### src/rtl/reg_cmd_parser.sv
// Assembles 4-byte [SYNC, ADDR, DATA, CSUM] write frames from a UART byte stream
// and drives a register-file write port, reporting rejected frames with a code and count.
//
//   state  | meaning
//   S_SYNC | idle, hunting for SYNC_BYTE; other bytes dropped
//   S_ADDR | expecting the address byte
//   S_DATA | expecting the data byte
//   S_CSUM | expecting the checksum byte (addr ^ data)
module reg_cmd_parser #(
  parameter logic [7:0]  MAX_ADDR    = 8'd8,
  parameter logic [7:0]  SYNC_BYTE   = 8'hA5,
  parameter logic [15:0] TIMEOUT_CYC = 16'd50000
) (
  input  logic       clk,
  input  logic       rst_n,
  input  logic [7:0] rx_data_i,
  input  logic       rx_valid_i,
  output logic [7:0] addr_o,
  output logic [7:0] data_o,
  output logic       wr_en_o,
  output logic       err_valid_o,
  output logic [1:0] err_code_o,
  output logic [7:0] err_cnt_o,
  output logic       busy_o
);

  typedef enum logic [1:0] {S_SYNC, S_ADDR, S_DATA, S_CSUM} state_t;

  state_t      state_q, state_d;
  logic [7:0]  addr_q, addr_d;
  logic [7:0]  data_q, data_d;
  logic [7:0]  wr_addr_q, wr_addr_d;
  logic [7:0]  wr_data_q, wr_data_d;
  logic        wr_en_q, wr_en_d;
  logic        err_valid_q, err_valid_d;
  logic [1:0]  err_code_q, err_code_d;
  logic [7:0]  err_cnt_q, err_cnt_d;
  logic [15:0] tmo_cnt_q, tmo_cnt_d;
  logic        timeout;

  // An arriving byte always beats an expiring timer.
  assign timeout = (state_q != S_SYNC) && !rx_valid_i &&
                   (tmo_cnt_q == TIMEOUT_CYC - 16'd1);

  always_comb begin
    state_d     = state_q;
    addr_d      = addr_q;
    data_d      = data_q;
    wr_addr_d   = wr_addr_q;
    wr_data_d   = wr_data_q;
    wr_en_d     = 1'b0;
    err_valid_d = 1'b0;
    err_code_d  = err_code_q;
    err_cnt_d   = err_cnt_q;

    if (rx_valid_i || state_q == S_SYNC || timeout) tmo_cnt_d = 16'd0;
    else                                             tmo_cnt_d = tmo_cnt_q + 16'd1;

    case (state_q)
      S_SYNC: if (rx_valid_i && rx_data_i == SYNC_BYTE) state_d = S_ADDR;
      S_ADDR: if (rx_valid_i) begin
        addr_d  = rx_data_i;
        state_d = S_DATA;
      end
      S_DATA: if (rx_valid_i) begin
        data_d  = rx_data_i;
        state_d = S_CSUM;
      end
      S_CSUM: if (rx_valid_i) begin
        state_d = S_SYNC;
        if (rx_data_i != (addr_q ^ data_q)) begin
          err_valid_d = 1'b1;
          err_code_d  = 2'd1;
        end else if (addr_q >= MAX_ADDR) begin
          err_valid_d = 1'b1;
          err_code_d  = 2'd2;
        end else begin
          wr_en_d   = 1'b1;
          wr_addr_d = addr_q;
          wr_data_d = data_q;
        end
      end
      default: state_d = S_SYNC;
    endcase

    if (timeout) begin
      state_d     = S_SYNC;
      err_valid_d = 1'b1;
      err_code_d  = 2'd3;
    end

    if (err_valid_d && err_cnt_q != 8'hFF) err_cnt_d = err_cnt_q + 8'd1;
  end

  always_ff @(posedge clk or negedge rst_n) begin
    if (!rst_n) begin
      state_q     <= S_SYNC;
      addr_q      <= 8'd0;
      data_q      <= 8'd0;
      wr_addr_q   <= 8'd0;
      wr_data_q   <= 8'd0;
      wr_en_q     <= 1'b0;
      err_valid_q <= 1'b0;
      err_code_q  <= 2'd0;
      err_cnt_q   <= 8'd0;
      tmo_cnt_q   <= 16'd0;
    end else begin
      state_q     <= state_d;
      addr_q      <= addr_d;
      data_q      <= data_d;
      wr_addr_q   <= wr_addr_d;
      wr_data_q   <= wr_data_d;
      wr_en_q     <= wr_en_d;
      err_valid_q <= err_valid_d;
      err_code_q  <= err_code_d;
      err_cnt_q   <= err_cnt_d;
      tmo_cnt_q   <= tmo_cnt_d;
    end
  end

  assign addr_o      = wr_addr_q;
  assign data_o      = wr_data_q;
  assign wr_en_o     = wr_en_q;
  assign err_valid_o = err_valid_q;
  assign err_code_o  = err_code_q;
  assign err_cnt_o   = err_cnt_q;
  assign busy_o      = (state_q != S_SYNC);

endmodule

### config.mk
export PLATFORM = sky130hd
export DESIGN_NAME = reg_cmd_parser
export DESIGN_NICKNAME = d
export VERILOG_FILES = /design/src/rtl/reg_cmd_parser.sv
export SDC_FILE = /design/constraint.sdc
export NUM_CORES = 1
export LEC_CHECK = 0
export ABC_AREA = 1
export CAP_MARGIN = 20
export CORE_ASPECT_RATIO = 0.5
export CORE_MARGIN = 10
export CORE_UTILIZATION = 45
export CTS_CLUSTER_DIAMETER = 80
export DETAILED_ROUTE_END_ITERATION = 7
export PLACE_DENSITY = 0.75
export RECOVER_POWER = 100
export SKIP_CTS_REPAIR_TIMING = 1
export SLEW_MARGIN = 30
export SYNTH_ARGS = -nofsm -noshare
export SYNTH_HDL_FRONTEND = slang
export SYNTH_SLANG_ARGS = --single-unit
### constraint.sdc
create_clock -name clk -period 2.1 [get_ports clk]
set_clock_uncertainty 0.1 [all_clocks]
set_input_delay 0.315 -clock clk [delete_from_list [all_inputs] [get_ports clk]]
set_output_delay 0.315 -clock clk [all_outputs]
set_load 0.02 [all_outputs]
==> results of run 1 <==
-- logic make-up (layout without fill, tap and decap cells) --
group | after synthesis | count (layout) | share of synthesized area [%]
adders and majority gates | 6 | 6 | 2.43
buffers and inverters | 54 | 112 | 7.10
and+or+nand+nor | 202 | 202 | 30.3
xor gates and xnor gates | 10 | 10 | 2.84
AOI/OAI and AO/OA | 39 | 39 | 7.02
DFF | 62 | 62 | 50.3
-- stage by stage --
step           instance area, µm²  hold WS [ps]  worst slack (ps)
3_5_place_dp                 3630           152            -0.161
3_3_place_gp                 3630           156              33.0
6_report                     3890           360               221
4_1_cts                      3910          -193             -72.2
5_1_grt                      3890           376              30.3
2_1_floorplan                3080         -80.6               429
-- registers in the layout, indices dropped and copies added, names as in the netlist --
name	cells
data_q	8
err_cnt_o	8
addr_o	8
addr_q	8
err_code_o	2
wr_en_o	1
state_q	2
err_valid_o	1
tmo_cnt_q	16
data_o	8
-- area by class of cell --
cell class | count | share of cell area, %
Sequential cell | 62 | 39.9
Multi-Input combinational cell | 257 | 33.4
Timing Repair Buffer | 47 | 11.8
Clock buffer | 11 | 5.98
Inverter | 49 | 4.73
Tap cell | 92 | 2.96
Clock inverter | 5 | 1.29
-- routing by layer --
layer / GRT usage [%] / vias to the layer above / part of all wire (%) / routed length, µm
li1: - / 1307 / - / -
met1: 14.6 / 1146 / 46 / 2930
met2: 20.2 / 44 / 47 / 2940
met3: 3.62 / 12 / 5.1 / 324
met4: 5.96 / 0 / 1.9 / 121
met5: 0 / - / 0 / 0
-- path summary, 6_finish.rpt --
kind	startpoint	endpoint	slack, ps	cells past startpoint
min in group asynchronous	rst_n	tmo_cnt_q[0]	530	2
max	state_q[0]	err_cnt_o[1]	220	8
min	tmo_cnt_q[0]	tmo_cnt_q[0]	360	1
max in group asynchronous	rst_n	data_o[6]	640	3
min reg2reg	tmo_cnt_q[0]	tmo_cnt_q[0]	360	1
max reg2reg	state_q[0]	err_cnt_o[1]	220	8
-- layout by cell type (no fill, tap or decap), types with 4 or more instances in the layout --
master and count:
nor2_1 35, a21oi_1 13, inv_2 6, nor3_1 10, o21ai_0 20, nand3_1 26, clkbuf_16 9, inv_1 43
nand2_1 106, ha_1 6, clkdlybuf4s50_1 8, nor4_1 4, clkinv_2 4, dlygate4sd3_1 30, dfrtp_1 62, xor2_1 7
nand4_1 5, clkbuf_1 5
-- power groups by stage --
stage               logic [mW]  registers (mW)  clock network (mW)
global placement          1.21            1.65                   0
finish                    1.20            1.64                1.40
global route              1.38            1.67                1.49
floorplan                0.808            1.68                   0
CTS                       1.25            1.64                1.44
detailed placement        1.24            1.65                   0
==> impl_results.md, run 1 <==
- Outcome: finished, final reports clean
- Fmax: 532 MHz
- First-pass GRT wire length: 10.9 mm
- DRC errors left: 0
- DR pass1 iterations: 5
- Share of cells above drive strength 1: 9.05%
- Hold Vio Cnt, Final: 0
- Final min period: 1880 ps
- H-tree depth: 3
- Total routed wirelength: 6.31 mm
- Port bufs: 39
- Die X: 137 µm
- Clock latency on the worst-skew pair: 320 ps
- RSZ-0062 raised after global routing: no
- WP buf/inv: 1
- Fillers: 615
- Largest net degree at the start of global routing: 48
- Avg WL per Cell: 12.1 µm
- Routed Antenna Nets: 0
- Leak Pwr: 1.97 nW
- Internal Pwr Total: 2.78 mW
- Commonest cells in the netlist: nand2_1, dfrtp_1, inv_1
- Max incr delay on CP: 400 ps
- VDD IR-drop max: 0.635 mV
- Crit-path max FO: 10
- EDFF count, synth: 0
- Final core occ: 58.3%
- Routed vias: 2509
- Total Nets Final: 443
- GPL Wtd Cong: 0.838
- N_diodes: 0
- Share of total power in sequential cells: 38.7%
- Comb power frac: 28.2%
- CTS Buf Count: 9
- Core Area: 6670 µm²
- Via-to-Cell Ratio: 4.80
- Critical Path RT: 2210 ps
- Critical path's top delay family: simple AND/OR/NAND/NOR gates
- Initial antenna violation count: 0
- Clock sinks: 62
- Slew HR: 41.3%
- Synth async-reset ratio: 100%
- Worst hold path type: flip-flop to flip-flop
- Avg Inst Size Synth: 8.27 µm²
- Critical path launch point type: flip-flop
- Die Area: 10800 µm²
- Period utilization: 89.5%
- Clock Tree Buf Depth: 2
- GRT overflow: 0
- Net Sw Frac: 34.3%
- Switch Pwr: 1.45 mW
- Clk pwr share: 33.0%
- Initial DRC Count: 176
- Max-capacitance violation count: 0
- Vias in the first global route: 2423
- #FFs+latches synth: 62
- Largest cells by area after synthesis: dfrtp_1, nand2_1, inv_1
- Setup TNS: 0 ps
- Synth top area share: 50.3%
- # IOs: 40
- Rows: 21
- PD cells: 1090 nW/µm²
- CTS root buffer: clkbuf_16
- Design Power: 4.23 mW
- Area Overhead vs Synth: 26.2%
- Initial Utilization: 46.2%
- Die Y: 78.5 µm
- Share of the yosys chip area belonging to registers: 50.3%
- Multi-input logic area: 1300 µm²
- Arrival time worst endpoint: 1990 ps
- CTS tree: built
- CP Capture Type: flip-flop
- Global Route Usage Sum: 12.3%
- Worst setup path class: flip-flop to flip-flop
- Library cells used by synthesis: 33
- Worst-margin pin slew: 880 ps
- Setup Viol. Count Final: 0
- Synth Flop Type: dfrtp_1
- Reg clk slew, reported paths: 50 ps
- Seq. cell area: 1550 µm²
- Slew Limit Fails: 0
- Slowest cell on crit path: dfrtp_1
- Mapped Area: 3080 µm²
- Post-Syn Instances: 373
- Post-DP HPWL: 4.61 mm
- Syn nets: 390
- Cells after DPL: 506
- Post-Layout Cell Count: 523
- Post-synth top area cell: dfrtp_1
- Worst-path cell chain: inv_1 -> ha_1 -> nor2_1 -> nand4_1 -> nand2_4 -> nand2_4 -> nand2_1 -> nand2_1
- Warnings, synthesis: 0
- Most common cell in the netlist: nand2_1
(Power assumes the default switching activity.)
==> run 2, diff against run 1 <==
- CORE_UTILIZATION: 45 -> 55
- PLACE_DENSITY: 0.75 -> 0.88
- SLEW_MARGIN: 30 -> unset
==> run 2 against run 1 <==
Compared with the run above: sequential power hardly changed; sequential share of layout area is 1.2 points higher; routed wire length is 1.0% higher; final cell count is 3.8% lower; critical path type is now flip-flop to output port.
==> impl_results.md, run 2 (synthesis gave the netlist of run 1 again) <==
- Outcome: finished, final reports clean (unchanged)
- Arrival time worst endpoint: 1470 ps (was 1990 ps)
- WP buf/inv: 1 (unchanged)
- Slowest cell on crit path: dlygate4sd3_1 (was dfrtp_1)
- R2R Setup Slk: 240 ps (was 220 ps)
- CP Capture Type: output port (was flip-flop)
- Reg clk slew, reported paths: 60 ps (was 50 ps)
- Largest register by flop count: tmo_cnt_q (unchanged)
- Post-DP HPWL: 4.55 mm (was 4.61 mm)
- Core Area: 5440 µm² (was 6670 µm²)
- Global Route Usage Sum: 14.3% (was 12.3%)
- Worst-margin pin slew: 1330 ps (was 880 ps)
- PD cells: 1050 nW/µm² (was 1090 nW/µm²)
- Worst setup path class: flip-flop to output port (was flip-flop to flip-flop)
- N_diodes: 0 (unchanged)
- Hold Crit Start: tmo_cnt_q[0] (unchanged)
- CTS tree: built (unchanged)
- Die Y: 73.0 µm (was 78.5 µm)
- Die X: 126 µm (was 137 µm)
- Port bufs: 39 (unchanged)
- Critical path's top delay family: buffers and inverters (was simple AND/OR/NAND/NOR gates)
- Fillers: 414 (was 615)
- CTS Buf Count: 9 (unchanged)
- Initial antenna violation count: 0 (unchanged)
- Clock latency on the worst-skew pair: 340 ps (was 320 ps)
- Crit-path max FO: 5 (was 10)
- H-tree depth: 3 (unchanged)
- Initial DRC Count: 207 (was 176)
- Hold Vio Cnt, Final: 0 (unchanged)
- Total Nets Final: 442 (was 443)
- Critical path launch point type: flip-flop (unchanged)
- Initial Utilization: 56.7% (was 46.2%)
- Slew Limit Fails: 0 (unchanged)
- Worst R2R Path Depth: 7 (was 8)
- Worst R2R Start: tmo_cnt_q[0] (was state_q[0])
- DRC errors left: 0 (unchanged)
- Placed Area: 3600 µm² (was 3630 µm²)
- Design area: 3780 µm² (was 3890 µm²)
- Period utilization: 89.8% (was 89.5%)
- Leak Pwr: 1.94 nW (was 1.97 nW)
- Seq. cell area: 1550 µm² (unchanged)
- Routed Antenna Nets: 0 (unchanged)
- R2R Path End: tmo_cnt_q[1] (was err_cnt_o[1])
- Vias in the first global route: 2477 (was 2423)
- VDD IR-drop max: 0.483 mV (was 0.635 mV)
- GPL Wtd Cong: 0.828 (was 0.838)
- Critical Path RT: 1680 ps (was 2210 ps)
- # IOs: 40 (unchanged)
- Hold endpoint: tmo_cnt_q[0] (unchanged)
- Most frequent cells in the layout: nand2_1, dfrtp_1, inv_1, nor2_1, dlygate4sd3_1 (unchanged)
- First-pass GRT wire length: 11.1 mm (was 10.9 mm)
- CTS root buffer: clkbuf_8 (was clkbuf_16)
- Most common cell after layout, fill and taps aside: nand2_1 (unchanged)
- Routed vias: 2574 (was 2509)
- Total routed wirelength: 6.38 mm (was 6.31 mm)
- RSZ-0062 raised after global routing: no (unchanged)
- GRT overflow: 0 (unchanged)
- Rows: 19 (was 21)
- Largest net degree at the start of global routing: 63 (was 48)
- Via-to-Cell Ratio: 5.12 (was 4.80)
- Hold depth: 1 (unchanged)
- Multi-input logic area: 1300 µm² (about the same)
- Final min period: 1890 ps (was 1880 ps)
- Fmax: 530 MHz (was 532 MHz)
- Die Area: 9180 µm² (was 10800 µm²)
- Clock Tree Buf Depth: 2 (unchanged)
- Setup Viol. Count Final: 0 (unchanged)
- Max incr delay on CP: 710 ps (was 400 ps)
- Clock sinks: 62 (unchanged)
- Avg WL per Cell: 12.7 µm (was 12.1 µm)
- Max reg flops: 16 (unchanged)
- Worst-path cell chain: dlygate4sd3_1 (was inv_1 -> ha_1 -> nor2_1 -> nand4_1 -> nand2_4 -> nand2_4 -> nand2_1 -> nand2_1)
- DR pass1 iterations: 4 (was 5)
- Area Overhead vs Synth: 22.6% (was 26.2%)
- Share of cells above drive strength 1: 9.30% (was 9.05%)
- Max-capacitance violation count: 0 (unchanged)
- Slew HR: 11.3% (was 41.3%)
- Worst hold path type: flip-flop to flip-flop (unchanged)
- Final core occ: 69.5% (was 58.3%)
[run 2: cell types whose count changed in the layout (fill, tap and decap cells not counted), sizes merged]
cell           before  now
buf                 5    6
dlygate4sd3        30   29
clkdlybuf4s50       8    9
clkinv              4    3
clkbuf             15   12
clkinvlp            0    1
bufinv              1    2
[run 2: cell type report]
cell class,count,area share (%)
clock inverters,6,2.28
inverters,49,4.86
repair buffers,46,11.6
multi-input cells,257,34.4
clock buffers,10,3.38
well taps,73,2.42
flip-flops and latches,62,41.0
[run 2: stage by stage]
stage                     total power [mW]  TNS [ps]  setup slack (ps)  instances  hold slack [ps]
final                                 3.96         0               214        503              372
after global routing                  4.24         0              34.8        503              402
after CTS                             4.04     -74.9             -74.9        502             -117
after detailed placement              2.89      -223             -38.2        486              246
after global placement                2.84         0              17.5        486              246
after floorplan                       2.49         0               429        373            -80.6
[run 2: worst max path at each step]
stage | start | to | slack (ps) | depth (start not counted)
3_3_place_gp | rx_data_i[2] | data_o[5] | 20 | 12
4_1_cts | state_q[0] | busy_o | -70 | 4
5_1_grt | rst_n | data_o[6] | 30 | 3
2_1_floorplan | err_cnt_o[0] | err_cnt_o[6] | 430 | 7
6_report | err_cnt_o[2] | err_cnt_o[2] | 210 | 1
3_5_place_dp | rx_data_i[2] | data_o[5] | -40 | 12
[run 2: routing by layer]
| layer | wire length, µm | part of all wire (%) | global-route usage [%] |
|---|---|---|---|
| met5 | 0 | 0 | 0 |
| met4 | 92 | 1.4 | 4.77 |
| met3 | 380 | 6.0 | 4.13 |
| met2 | 3120 | 49 | 24.6 |
| met1 | 2790 | 44 | 17.1 |
[run 2: where the power goes]
part / leakage (nW) / internal, mW / switching [mW] / total (mW)
clock: 0.106 / 0.666 / 0.458 / 1.12
combinational: 1.03 / 0.437 / 0.756 / 1.19
sequential: 0.804 / 1.43 / 0.212 / 1.64
==> run 3, diff against run 2 <==
- CTS_CLUSTER_SIZE: unset -> 8
- SLEW_MARGIN: unset -> 20
==> results of run 3 <==
No change in the layout: final DEF, timing and power equal those of run 2.
